## config.mk

```make
export PLATFORM = sky130hd
export DESIGN_NAME = axi_burst_master_flat
export DESIGN_NICKNAME = d
export VERILOG_FILES = /design/src/rtl/axi_burst_master_if.sv /design/src/rtl/axi_burst_master.sv /design/src/flat_wrapper.sv
export SDC_FILE = /design/constraint.sdc
export NUM_CORES = 1
export LEC_CHECK = 0
export CAP_MARGIN = 20
export CORE_AREA = 2 2 119 121
export CTS_BUF_LIST = sky130_fd_sc_hd__clkbuf_8
export CTS_CLUSTER_SIZE = 12
export DETAILED_ROUTE_END_ITERATION = 16
export DIE_AREA = 0 0 121 123
export PLACE_DENSITY = 0.7
export SLEW_MARGIN = 30
export SYNTH_ARGS = -nofsm -noshare
export SYNTH_HDL_FRONTEND = slang
export SYNTH_SLANG_ARGS = --single-unit
```

## constraint.sdc

```tcl
create_clock -name ACLK -period 2.1 [get_ports ACLK]
set_input_delay 0.42 -clock ACLK [delete_from_list [all_inputs] [get_ports ACLK]]
set_output_delay 0.42 -clock ACLK [all_outputs]
set_load 0.005 [all_outputs]
```

## src/rtl/axi_burst_master_if.sv

```systemverilog
// AXI4 master-side bus (AR/R/AW/W/B) between axi_burst_master and its slave.
// Every channel transfers on a cycle where valid and ready are both high at the rising clock edge.
interface axi_burst_master_if #(
  parameter int ADDR_W = 32,
  parameter int DATA_W = 32,
  parameter int ID_W   = 4
);
  logic [ID_W-1:0]     arid;
  logic [ADDR_W-1:0]   araddr;
  logic [7:0]          arlen;
  logic [2:0]          arsize;
  logic [1:0]          arburst;
  logic                arvalid;
  logic                arready;

  logic [ID_W-1:0]     rid;
  logic [DATA_W-1:0]   rdata;
  logic [1:0]          rresp;
  logic                rlast;
  logic                rvalid;
  logic                rready;

  logic [ID_W-1:0]     awid;
  logic [ADDR_W-1:0]   awaddr;
  logic [7:0]          awlen;
  logic [2:0]          awsize;
  logic [1:0]          awburst;
  logic                awvalid;
  logic                awready;

  logic [DATA_W-1:0]   wdata;
  logic [DATA_W/8-1:0] wstrb;
  logic                wlast;
  logic                wvalid;
  logic                wready;

  logic [ID_W-1:0]     bid;
  logic [1:0]          bresp;
  logic                bvalid;
  logic                bready;

  modport master (
    output arid, araddr, arlen, arsize, arburst, arvalid,
    input  arready,
    input  rid, rdata, rresp, rlast, rvalid,
    output rready,
    output awid, awaddr, awlen, awsize, awburst, awvalid,
    input  awready,
    output wdata, wstrb, wlast, wvalid,
    input  wready,
    input  bid, bresp, bvalid,
    output bready
  );

  modport slave (
    input  arid, araddr, arlen, arsize, arburst, arvalid,
    output arready,
    output rid, rdata, rresp, rlast, rvalid,
    input  rready,
    input  awid, awaddr, awlen, awsize, awburst, awvalid,
    output awready,
    input  wdata, wstrb, wlast, wvalid,
    output wready,
    output bid, bresp, bvalid,
    input  bready
  );
endinterface

```

## src/rtl/axi_burst_master.sv

```systemverilog
// Single-outstanding AXI4 INCR burst master: turns one core request into one AR/R or AW/W/B
// transaction, rejects bursts crossing a 4 KB page, and reports a one-cycle completion pulse.
module axi_burst_master #(
  parameter int ADDR_W = 32,
  parameter int DATA_W = 32,
  parameter int ID_W   = 4,
  parameter int ID_VAL = 0,
  parameter int LEN_W  = 4
) (
  input  logic                ACLK,
  input  logic                ARESETn,

  input  logic                req_valid,
  output logic                req_ready,
  input  logic                req_write,
  input  logic [ADDR_W-1:0]   req_addr,
  input  logic [LEN_W-1:0]    req_len,
  input  logic [DATA_W/8-1:0] req_strb,

  input  logic                wdata_valid,
  output logic                wdata_ready,
  input  logic [DATA_W-1:0]   wdata,

  output logic                rdata_valid,
  input  logic                rdata_ready,
  output logic [DATA_W-1:0]   rdata,
  output logic                rdata_last,

  output logic                resp_valid,
  output logic                resp_err,

  output logic [2:0]          dbg_state,

  axi_burst_master_if.master  axi
);

  localparam int         BYTES = DATA_W / 8;
  localparam int         SUM_W = LEN_W + 17;
  localparam logic [2:0] SIZE  = (DATA_W == 64) ? 3'd3 : 3'd2;

  // DONE is the normal completion slot; ERRDONE is reserved for rejected requests.
  typedef enum logic [2:0] {
    IDLE, RADDR, RDATA, WADDR, WDATA, WRESP, ERRDONE, DONE
  } state_t;

  state_t              state_q, state_d;
  logic [ADDR_W-1:0]   addr_q;
  logic [LEN_W-1:0]    len_q;
  logic [DATA_W/8-1:0] strb_q;
  logic [LEN_W-1:0]    cnt_q;
  logic                err_q;

  logic                accept, crosses, last_beat, r_hs, w_hs;
  logic [SUM_W-1:0]    end_off;

  // Burst end offset within the page; exactly 4096 ends on the boundary and is legal.
  assign end_off   = SUM_W'(req_addr[11:0]) + (SUM_W'(req_len) + SUM_W'(1)) * SUM_W'(BYTES);
  assign crosses   = end_off > SUM_W'(4096);
  assign accept    = req_valid && req_ready;
  assign last_beat = (cnt_q == len_q);
  assign r_hs      = axi.rvalid && axi.rready;
  assign w_hs      = axi.wvalid && axi.wready;

  always_ff @(posedge ACLK or negedge ARESETn) begin
    if (!ARESETn) state_q <= IDLE;
    else          state_q <= state_d;
  end

  always_comb begin
    state_d = state_q;
    case (state_q)
      IDLE:    if (req_valid) state_d = crosses ? ERRDONE : (req_write ? WADDR : RADDR);
      RADDR:   if (axi.arready) state_d = RDATA;
      RDATA:   if (r_hs && axi.rlast) state_d = DONE;
      WADDR:   if (axi.awready) state_d = WDATA;
      WDATA:   if (w_hs && last_beat) state_d = WRESP;
      WRESP:   if (axi.bvalid) state_d = DONE;
      ERRDONE: state_d = IDLE;
      DONE:    state_d = IDLE;
      default: state_d = IDLE;
    endcase
  end

  always_ff @(posedge ACLK or negedge ARESETn) begin
    if (!ARESETn) begin
      addr_q <= '0;
      len_q  <= '0;
      strb_q <= '0;
      cnt_q  <= '0;
      err_q  <= 1'b0;
    end else begin
      if (accept) begin
        addr_q <= req_addr;
        len_q  <= req_len;
        strb_q <= req_strb;
        err_q  <= 1'b0;
      end
      if ((state_q == RADDR && axi.arready) || (state_q == WADDR && axi.awready))
        cnt_q <= '0;
      else if (r_hs || w_hs)
        cnt_q <= cnt_q + 1'b1;
      // A beat is malformed if RLAST and "counter reached len" disagree.
      if (r_hs && ((axi.rresp != 2'b00) || (axi.rlast != last_beat)))
        err_q <= 1'b1;
      if (state_q == WRESP && axi.bvalid && axi.bresp != 2'b00)
        err_q <= 1'b1;
    end
  end

  assign req_ready = (state_q == IDLE);
  assign dbg_state = state_q;

  assign axi.arvalid = (state_q == RADDR);
  assign axi.araddr  = axi.arvalid ? addr_q          : '0;
  assign axi.arlen   = axi.arvalid ? 8'(len_q)       : '0;
  assign axi.arsize  = axi.arvalid ? SIZE            : '0;
  assign axi.arburst = axi.arvalid ? 2'b01           : '0;
  assign axi.arid    = axi.arvalid ? ID_W'(ID_VAL)   : '0;

  assign axi.awvalid = (state_q == WADDR);
  assign axi.awaddr  = axi.awvalid ? addr_q          : '0;
  assign axi.awlen   = axi.awvalid ? 8'(len_q)       : '0;
  assign axi.awsize  = axi.awvalid ? SIZE            : '0;
  assign axi.awburst = axi.awvalid ? 2'b01           : '0;
  assign axi.awid    = axi.awvalid ? ID_W'(ID_VAL)   : '0;

  assign axi.rready  = (state_q == RDATA) && rdata_ready;
  assign rdata_valid = (state_q == RDATA) && axi.rvalid;
  assign rdata       = axi.rdata;
  assign rdata_last  = axi.rlast;

  assign axi.wvalid  = (state_q == WDATA) && wdata_valid;
  assign wdata_ready = (state_q == WDATA) && axi.wready;
  assign axi.wdata   = (state_q == WDATA) ? wdata  : '0;
  assign axi.wstrb   = (state_q == WDATA) ? strb_q : '0;
  assign axi.wlast   = (state_q == WDATA) && last_beat;

  assign axi.bready  = (state_q == WRESP);

  assign resp_valid  = (state_q == DONE) || (state_q == ERRDONE);
  assign resp_err    = (state_q == ERRDONE) || ((state_q == DONE) && err_q);

endmodule

```

## src/flat_wrapper.sv

```systemverilog
// flat-port wrapper written by rule: the top's interface ports become plain ports
module axi_burst_master_flat 
#(
  parameter int ADDR_W = 32,
  parameter int DATA_W = 32,
  parameter int ID_W   = 4,
  parameter int ID_VAL = 0,
  parameter int LEN_W  = 4
)
  (ACLK, ARESETn, req_valid, req_ready, req_write, req_addr, req_len, req_strb, wdata_valid, wdata_ready, wdata, rdata_valid, rdata_ready, rdata, rdata_last, resp_valid, resp_err, dbg_state, axi_arid, axi_araddr, axi_arlen, axi_arsize, axi_arburst, axi_arvalid, axi_arready, axi_rid, axi_rdata, axi_rresp, axi_rlast, axi_rvalid, axi_rready, axi_awid, axi_awaddr, axi_awlen, axi_awsize, axi_awburst, axi_awvalid, axi_awready, axi_wdata, axi_wstrb, axi_wlast, axi_wvalid, axi_wready, axi_bid, axi_bresp, axi_bvalid, axi_bready);
  axi_burst_master_if #(.ADDR_W(ADDR_W), .DATA_W(DATA_W), .ID_W(ID_W)) axi_i ();
  input  logic ACLK;
  input  logic ARESETn;
  input  logic req_valid;
  output logic req_ready;
  input  logic req_write;
  input  logic [ADDR_W-1:0] req_addr;
  input  logic [LEN_W-1:0] req_len;
  input  logic [DATA_W/8-1:0] req_strb;
  input  logic wdata_valid;
  output logic wdata_ready;
  input  logic [DATA_W-1:0] wdata;
  output logic rdata_valid;
  input  logic rdata_ready;
  output logic [DATA_W-1:0] rdata;
  output logic rdata_last;
  output logic resp_valid;
  output logic resp_err;
  output logic [2:0] dbg_state;
  output wire logic [$bits(axi_i.arid)-1:0] axi_arid;
  output wire logic [$bits(axi_i.araddr)-1:0] axi_araddr;
  output wire logic [$bits(axi_i.arlen)-1:0] axi_arlen;
  output wire logic [$bits(axi_i.arsize)-1:0] axi_arsize;
  output wire logic [$bits(axi_i.arburst)-1:0] axi_arburst;
  output wire logic [$bits(axi_i.arvalid)-1:0] axi_arvalid;
  input wire logic [$bits(axi_i.arready)-1:0] axi_arready;
  input wire logic [$bits(axi_i.rid)-1:0] axi_rid;
  input wire logic [$bits(axi_i.rdata)-1:0] axi_rdata;
  input wire logic [$bits(axi_i.rresp)-1:0] axi_rresp;
  input wire logic [$bits(axi_i.rlast)-1:0] axi_rlast;
  input wire logic [$bits(axi_i.rvalid)-1:0] axi_rvalid;
  output wire logic [$bits(axi_i.rready)-1:0] axi_rready;
  output wire logic [$bits(axi_i.awid)-1:0] axi_awid;
  output wire logic [$bits(axi_i.awaddr)-1:0] axi_awaddr;
  output wire logic [$bits(axi_i.awlen)-1:0] axi_awlen;
  output wire logic [$bits(axi_i.awsize)-1:0] axi_awsize;
  output wire logic [$bits(axi_i.awburst)-1:0] axi_awburst;
  output wire logic [$bits(axi_i.awvalid)-1:0] axi_awvalid;
  input wire logic [$bits(axi_i.awready)-1:0] axi_awready;
  output wire logic [$bits(axi_i.wdata)-1:0] axi_wdata;
  output wire logic [$bits(axi_i.wstrb)-1:0] axi_wstrb;
  output wire logic [$bits(axi_i.wlast)-1:0] axi_wlast;
  output wire logic [$bits(axi_i.wvalid)-1:0] axi_wvalid;
  input wire logic [$bits(axi_i.wready)-1:0] axi_wready;
  input wire logic [$bits(axi_i.bid)-1:0] axi_bid;
  input wire logic [$bits(axi_i.bresp)-1:0] axi_bresp;
  input wire logic [$bits(axi_i.bvalid)-1:0] axi_bvalid;
  output wire logic [$bits(axi_i.bready)-1:0] axi_bready;
  assign axi_arid = axi_i.arid;
  assign axi_araddr = axi_i.araddr;
  assign axi_arlen = axi_i.arlen;
  assign axi_arsize = axi_i.arsize;
  assign axi_arburst = axi_i.arburst;
  assign axi_arvalid = axi_i.arvalid;
  assign axi_i.arready = axi_arready;
  assign axi_i.rid = axi_rid;
  assign axi_i.rdata = axi_rdata;
  assign axi_i.rresp = axi_rresp;
  assign axi_i.rlast = axi_rlast;
  assign axi_i.rvalid = axi_rvalid;
  assign axi_rready = axi_i.rready;
  assign axi_awid = axi_i.awid;
  assign axi_awaddr = axi_i.awaddr;
  assign axi_awlen = axi_i.awlen;
  assign axi_awsize = axi_i.awsize;
  assign axi_awburst = axi_i.awburst;
  assign axi_awvalid = axi_i.awvalid;
  assign axi_i.awready = axi_awready;
  assign axi_wdata = axi_i.wdata;
  assign axi_wstrb = axi_i.wstrb;
  assign axi_wlast = axi_i.wlast;
  assign axi_wvalid = axi_i.wvalid;
  assign axi_i.wready = axi_wready;
  assign axi_i.bid = axi_bid;
  assign axi_i.bresp = axi_bresp;
  assign axi_i.bvalid = axi_bvalid;
  assign axi_bready = axi_i.bready;
  axi_burst_master #(.ADDR_W(ADDR_W), .DATA_W(DATA_W), .ID_W(ID_W), .ID_VAL(ID_VAL), .LEN_W(LEN_W)) u_core (.ACLK(ACLK), .ARESETn(ARESETn), .req_valid(req_valid), .req_ready(req_ready), .req_write(req_write), .req_addr(req_addr), .req_len(req_len), .req_strb(req_strb), .wdata_valid(wdata_valid), .wdata_ready(wdata_ready), .wdata(wdata), .rdata_valid(rdata_valid), .rdata_ready(rdata_ready), .rdata(rdata), .rdata_last(rdata_last), .resp_valid(resp_valid), .resp_err(resp_err), .dbg_state(dbg_state), .axi(axi_i));
endmodule
```

==> impl_metrics.prom <==
# TYPE chip_impl_metric gauge
chip_impl_info{name="outcome",value="finished with violations"} 1
chip_impl_info{name="failed_checks",value="negative setup slack"} 1
chip_impl_metric{name="start_util",unit="%"} 26.9
chip_impl_metric{name="timing.critical_path.buf_inv",unit=""} 6
chip_impl_metric{name="postSynthAreaPerCell",unit="sq um"} 9.70
chip_impl_metric{name="clock_insertion_delay_worst_skew",unit="ns"} 0.30
chip_impl_metric{name="drv_cap",unit=""} 0
chip_impl_metric{name="preCtsSetupSlack",unit="ns"} -0.873
chip_impl_metric{name="p_comb_share",unit="%"} 66.0
chip_impl_metric{name="reg2reg_setup_slack",unit="ns"} 0.06
chip_impl_metric{name="cts_bufs_inserted",unit=""} 5
chip_impl_metric{name="placement_rows",unit=""} 43
chip_impl_metric{name="synth_simple_gate_area_share",unit="%"} 26.5
chip_impl_metric{name="via_per_inst",unit=""} 4.60
chip_impl_info{name="r2r-start",value="u_core.dbg_state[0]"} 1
chip_impl_metric{name="drt_pass1_iterations",unit=""} 6
chip_impl_info{name="critical_path.cell_chain",value="buf_6 -> nor3b_4 -> buf_6 -> clkbuf_16 -> buf_8 -> buf_4 -> and2_4 -> buf_6"} 1
chip_impl_metric{name="async_flop_share",unit="%"} 100
chip_impl_metric{name="detailedRoute.firstIterationViolations",unit=""} 144
chip_impl_info{name="cts_tree",value="built"} 1
chip_impl_info{name="end_kind",value="output pin"} 1
chip_impl_metric{name="synth-seq-area-share",unit="%"} 32.8
chip_impl_metric{name="synth-edff-count",unit=""} 0
chip_impl_info{name="yosys.cell_count.top_type",value="sky130_fd_sc_hd__and2_1"} 1
chip_impl_metric{name="grt_pass1_vias",unit=""} 3727
chip_impl_metric{name="place.detailed.hpwl",unit="mm"} 10.9
chip_impl_metric{name="post_layout_nonfiller_instances",unit=""} 808
chip_impl_metric{name="muxShareOfSynthArea",unit="%"} 12.9
chip_impl_metric{name="setup_viol_count_final",unit=""} 39
chip_impl_info{name="worst-setup-path-type",value="flop to output pin"} 1
chip_impl_metric{name="cp_slowest_stage_delay",unit="ns"} 0.42
chip_impl_metric{name="finalCritPeriodShare",unit="%"} 110
chip_impl_metric{name="swShare",unit="%"} 36.3
chip_impl_metric{name="wirelength",unit="mm"} 15.7
chip_impl_metric{name="drt-wirelength-per-cell",unit="um"} 19.5
chip_impl_metric{name="p_switching",unit="mW"} 2.51
chip_impl_info{name="main_combinational_cell_family_by_area_after_synthesis",value="simple AND/OR/NAND/NOR gates"} 1
chip_impl_metric{name="synth_adder_area_share",unit="%"} 3.96
chip_impl_metric{name="ff2ff_path_depth",unit=""} 7
chip_impl_metric{name="synth_seq_cells",unit=""} 48
chip_impl_metric{name="cell_area_synth",unit="sq um"} 3660
chip_impl_metric{name="required",unit="ns"} 1.68
chip_impl_metric{name="synth_compound_gate_area_share",unit="%"} 6.28
chip_impl_metric{name="layout.filler_cells",unit=""} 1295
chip_impl_info{name="timing.critical_path.slowest_stage_cell",value="sky130_fd_sc_hd__dfrtp_1"} 1
chip_impl_metric{name="die_h",unit="um"} 123
chip_impl_metric{name="detail-route-antenna-nets",unit=""} 0
chip_impl_metric{name="floorplan.core_area",unit="sq um"} 13600
chip_impl_metric{name="irDropWorstVdd",unit="V"} 0.000558
chip_impl_metric{name="timing.final.max_slew_violations",unit=""} 0
chip_impl_metric{name="cellInternalPower",unit="mW"} 4.40
chip_impl_metric{name="gp_congestion",unit=""} 0.823
chip_impl_metric{name="skew",unit="ns"} 0.00638
chip_impl_metric{name="timing.fmax",unit="MHz"} 434
chip_impl_metric{name="sequential_share_of_power",unit="%"} 25.4
chip_impl_metric{name="h-tree-depth",unit=""} 2
chip_impl_metric{name="nets",unit=""} 767
chip_impl_metric{name="layout-drive-gt1-share",unit="%"} 43.2
chip_impl_metric{name="global_route.overflow_total",unit=""} 0
chip_impl_info{name="crit_family",value="buffers and inverters"} 1
chip_impl_metric{name="worstPathMaxFanout",unit=""} 4
chip_impl_metric{name="globalRouteTotalUtil",unit="%"} 17.8
chip_impl_metric{name="clockPowerShare",unit="%"} 8.6
chip_impl_metric{name="placedInstanceArea",unit="sq um"} 5880
chip_impl_metric{name="post-route-min-period",unit="ns"} 2.30
chip_impl_info{name="clock-root-buffer",value="sky130_fd_sc_hd__clkbuf_8"} 1
chip_impl_metric{name="grt_start_max_net_pins",unit=""} 42
chip_impl_info{name="hold_path.class",value="primary input to asynchronous set/reset pin"} 1
chip_impl_info{name="yosys-top-cells-area",value="sky130_fd_sc_hd__dfrtp_1, sky130_fd_sc_hd__and2_1, sky130_fd_sc_hd__mux2_2, sky130_fd_sc_hd__buf_4, sky130_fd_sc_hd__ha_1"} 1
chip_impl_metric{name="synth_cell_type_count",unit=""} 47
chip_impl_metric{name="crit_arrival",unit="ns"} 1.88
chip_impl_info{name="worst_r2r_endpoint",value="u_core.dbg_state[2]"} 1
chip_impl_metric{name="multi_input_area",unit="sq um"} 2210
chip_impl_metric{name="final_report_hold_violation_count",unit=""} 0
chip_impl_metric{name="synth-xor-area-share",unit="%"} 2.39
chip_impl_info{name="path_common_cell",value="sky130_fd_sc_hd__buf_6"} 1
chip_impl_info{name="post-synth-top-area-cell",value="sky130_fd_sc_hd__dfrtp_1"} 1
chip_impl_metric{name="synth_top_cell_area_share",unit="%"} 32.8
chip_impl_metric{name="die_x",unit="um"} 121
chip_impl_metric{name="p_leak",unit="nW"} 3.30
chip_impl_metric{name="dp_cells",unit=""} 745
chip_impl_metric{name="clkTransAtPathRegs",unit="ns"} 0.10
chip_impl_metric{name="pin_count",unit=""} 309
chip_impl_metric{name="pwr_density_cell",unit="nW/um^2"} 1060
chip_impl_info{name="crit_path_start_kind",value="flop"} 1
chip_impl_metric{name="area_delta_synth_final",unit="%"} 78.3
chip_impl_metric{name="fin_ws",unit="ns"} -0.204
chip_impl_metric{name="num_antenna_cells",unit=""} 0
chip_impl_metric{name="numClockSinks",unit=""} 48
chip_impl_metric{name="seq_area",unit="sq um"} 1200
chip_impl_metric{name="grt_first_pass_wirelength",unit="mm"} 20.3
chip_impl_metric{name="final_area",unit="sq um"} 6540
chip_impl_metric{name="post-route-util",unit="%"} 48.0
chip_impl_metric{name="num_vias",unit=""} 3713
chip_impl_metric{name="clockBufferDepth",unit=""} 2
chip_impl_metric{name="die_area",unit="sq um"} 14900
chip_impl_info{name="grt_setup_unrepaired",value="true"} 1
chip_impl_metric{name="synthesis.instances",unit=""} 378
chip_impl_info{name="synthFlopType",value="sky130_fd_sc_hd__dfrtp_1"} 1
chip_impl_metric{name="drc_errors",unit=""} 0
chip_impl_metric{name="ys_warn_count",unit=""} 0
chip_impl_info{name="synth_commonest_cells",value="sky130_fd_sc_hd__and2_1, sky130_fd_sc_hd__buf_4, sky130_fd_sc_hd__dfrtp_1"} 1
chip_impl_metric{name="antenna_found_initial",unit=""} 0
chip_impl_metric{name="place.port_buffers",unit=""} 214
## through the flow
step | power [mW] | hold WS [ns] | setup TNS, ns
floorplan | 3.46 | 0.124 | -0.159
global placement | 5.31 | 0.352 | -2.58
detailed placement | 5.38 | 0.365 | -3.27
CTS | 6.38 | 0.0297 | -11.80
global route | 7.32 | 0.0325 | -8.60
finish | 6.91 | 0.0179 | -5.09
## repair_timing
action                                 CTS  global route
setup endpoints to repair              125           147
cloned                                   3             8
resized for setup                      192           219
buffers inserted                        19            30
endpoints found under the hold margin    0             0
hold buffers                             0             0
pin swaps                               13            24
## how the worst max path moves through the flow
stage / from / slack (ns) / end / cells past startpoint
floorplan: req_len[0] / -0.07 / u_core.dbg_state[1] / 7
global placement: req_len[0] / -0.71 / u_core.dbg_state[1] / 8
detailed placement: req_len[0] / -0.87 / u_core.dbg_state[2] / 11
CTS: u_core.dbg_state[1] / -0.30 / axi_wdata[4] / 6
global route: u_core.dbg_state[2] / -0.27 / axi_araddr[26] / 8
finish: u_core.dbg_state[2] / -0.20 / axi_araddr[26] / 8
## logic make-up (layout without fill, tap and decap cells)
kind of cell    count (synthesis)  count (layout)
simple gates                  158             158
flops                          48              48
fa+ha+maj                      11              11
buf+inv                        83             312
other cells                     1              22
xor+xnor                       10              10
mux                            42              42
compound gates                 25              25
## area by class of cell
| type | instances | area share [%] |
|---|---|---|
| repair buffers | 301 | 42.7 |
| clock buffers | 6 | 1.26 |
| multi-input cells | 268 | 33.9 |
| well taps | 180 | 3.45 |
| flip-flops and latches | 48 | 18.4 |
| clock inverters | 1 | 0.134 |
| inverters | 4 | 0.230 |
## flip-flops by register name (all words and copies together), names as in the netlist
signal,cells
u_core.addr_q,32
u_core.cnt_q,4
u_core.dbg_state,3
u_core.err_q,1
u_core.len_q,4
u_core.strb_q,4
## layer usage
metal  global-route usage, %  part of all wire, %  vias up
met1                    19.2                   36     1812
met4                    2.98                  1.6        0
li1                        -                    -     1670
met2                    35.6                   55      203
met3                    4.01                  7.3       28
met5                       0                    0        -
## power by group through the flow
stage	registers [mW]	logic, mW	clock network [mW]
floorplan	1.62	1.83	0
global placement	1.73	3.57	0
detailed placement	1.75	3.63	0
CTS	1.74	4.04	0.604
global route	1.82	4.87	0.636
finish	1.75	4.56	0.593
## cells in the final DEF (no fill, tap or decap), types with 4 or more instances in the layout
master	n
sky130_fd_sc_hd__and2_4	19
sky130_fd_sc_hd__clkdlybuf4s50_1	82
sky130_fd_sc_hd__dlygate4sd2_1	15
sky130_fd_sc_hd__clkbuf_16	5
sky130_fd_sc_hd__xnor2_1	5
sky130_fd_sc_hd__nand2_1	9
sky130_fd_sc_hd__buf_6	32
sky130_fd_sc_hd__buf_12	7
sky130_fd_sc_hd__clkbuf_2	57
sky130_fd_sc_hd__a21oi_1	4
sky130_fd_sc_hd__and2_1	95
sky130_fd_sc_hd__dlymetal6s2s_1	14
sky130_fd_sc_hd__nor2_1	7
sky130_fd_sc_hd__buf_2	14
sky130_fd_sc_hd__buf_8	4
sky130_fd_sc_hd__clkdlybuf4s15_1	16
sky130_fd_sc_hd__mux2_2	41
sky130_fd_sc_hd__buf_4	51
sky130_fd_sc_hd__dfrtp_1	47
sky130_fd_sc_hd__ha_1	7
sky130_fd_sc_hd__conb_1	22
sky130_fd_sc_hd__clkbuf_8	6
(Power assumes the default switching activity.)
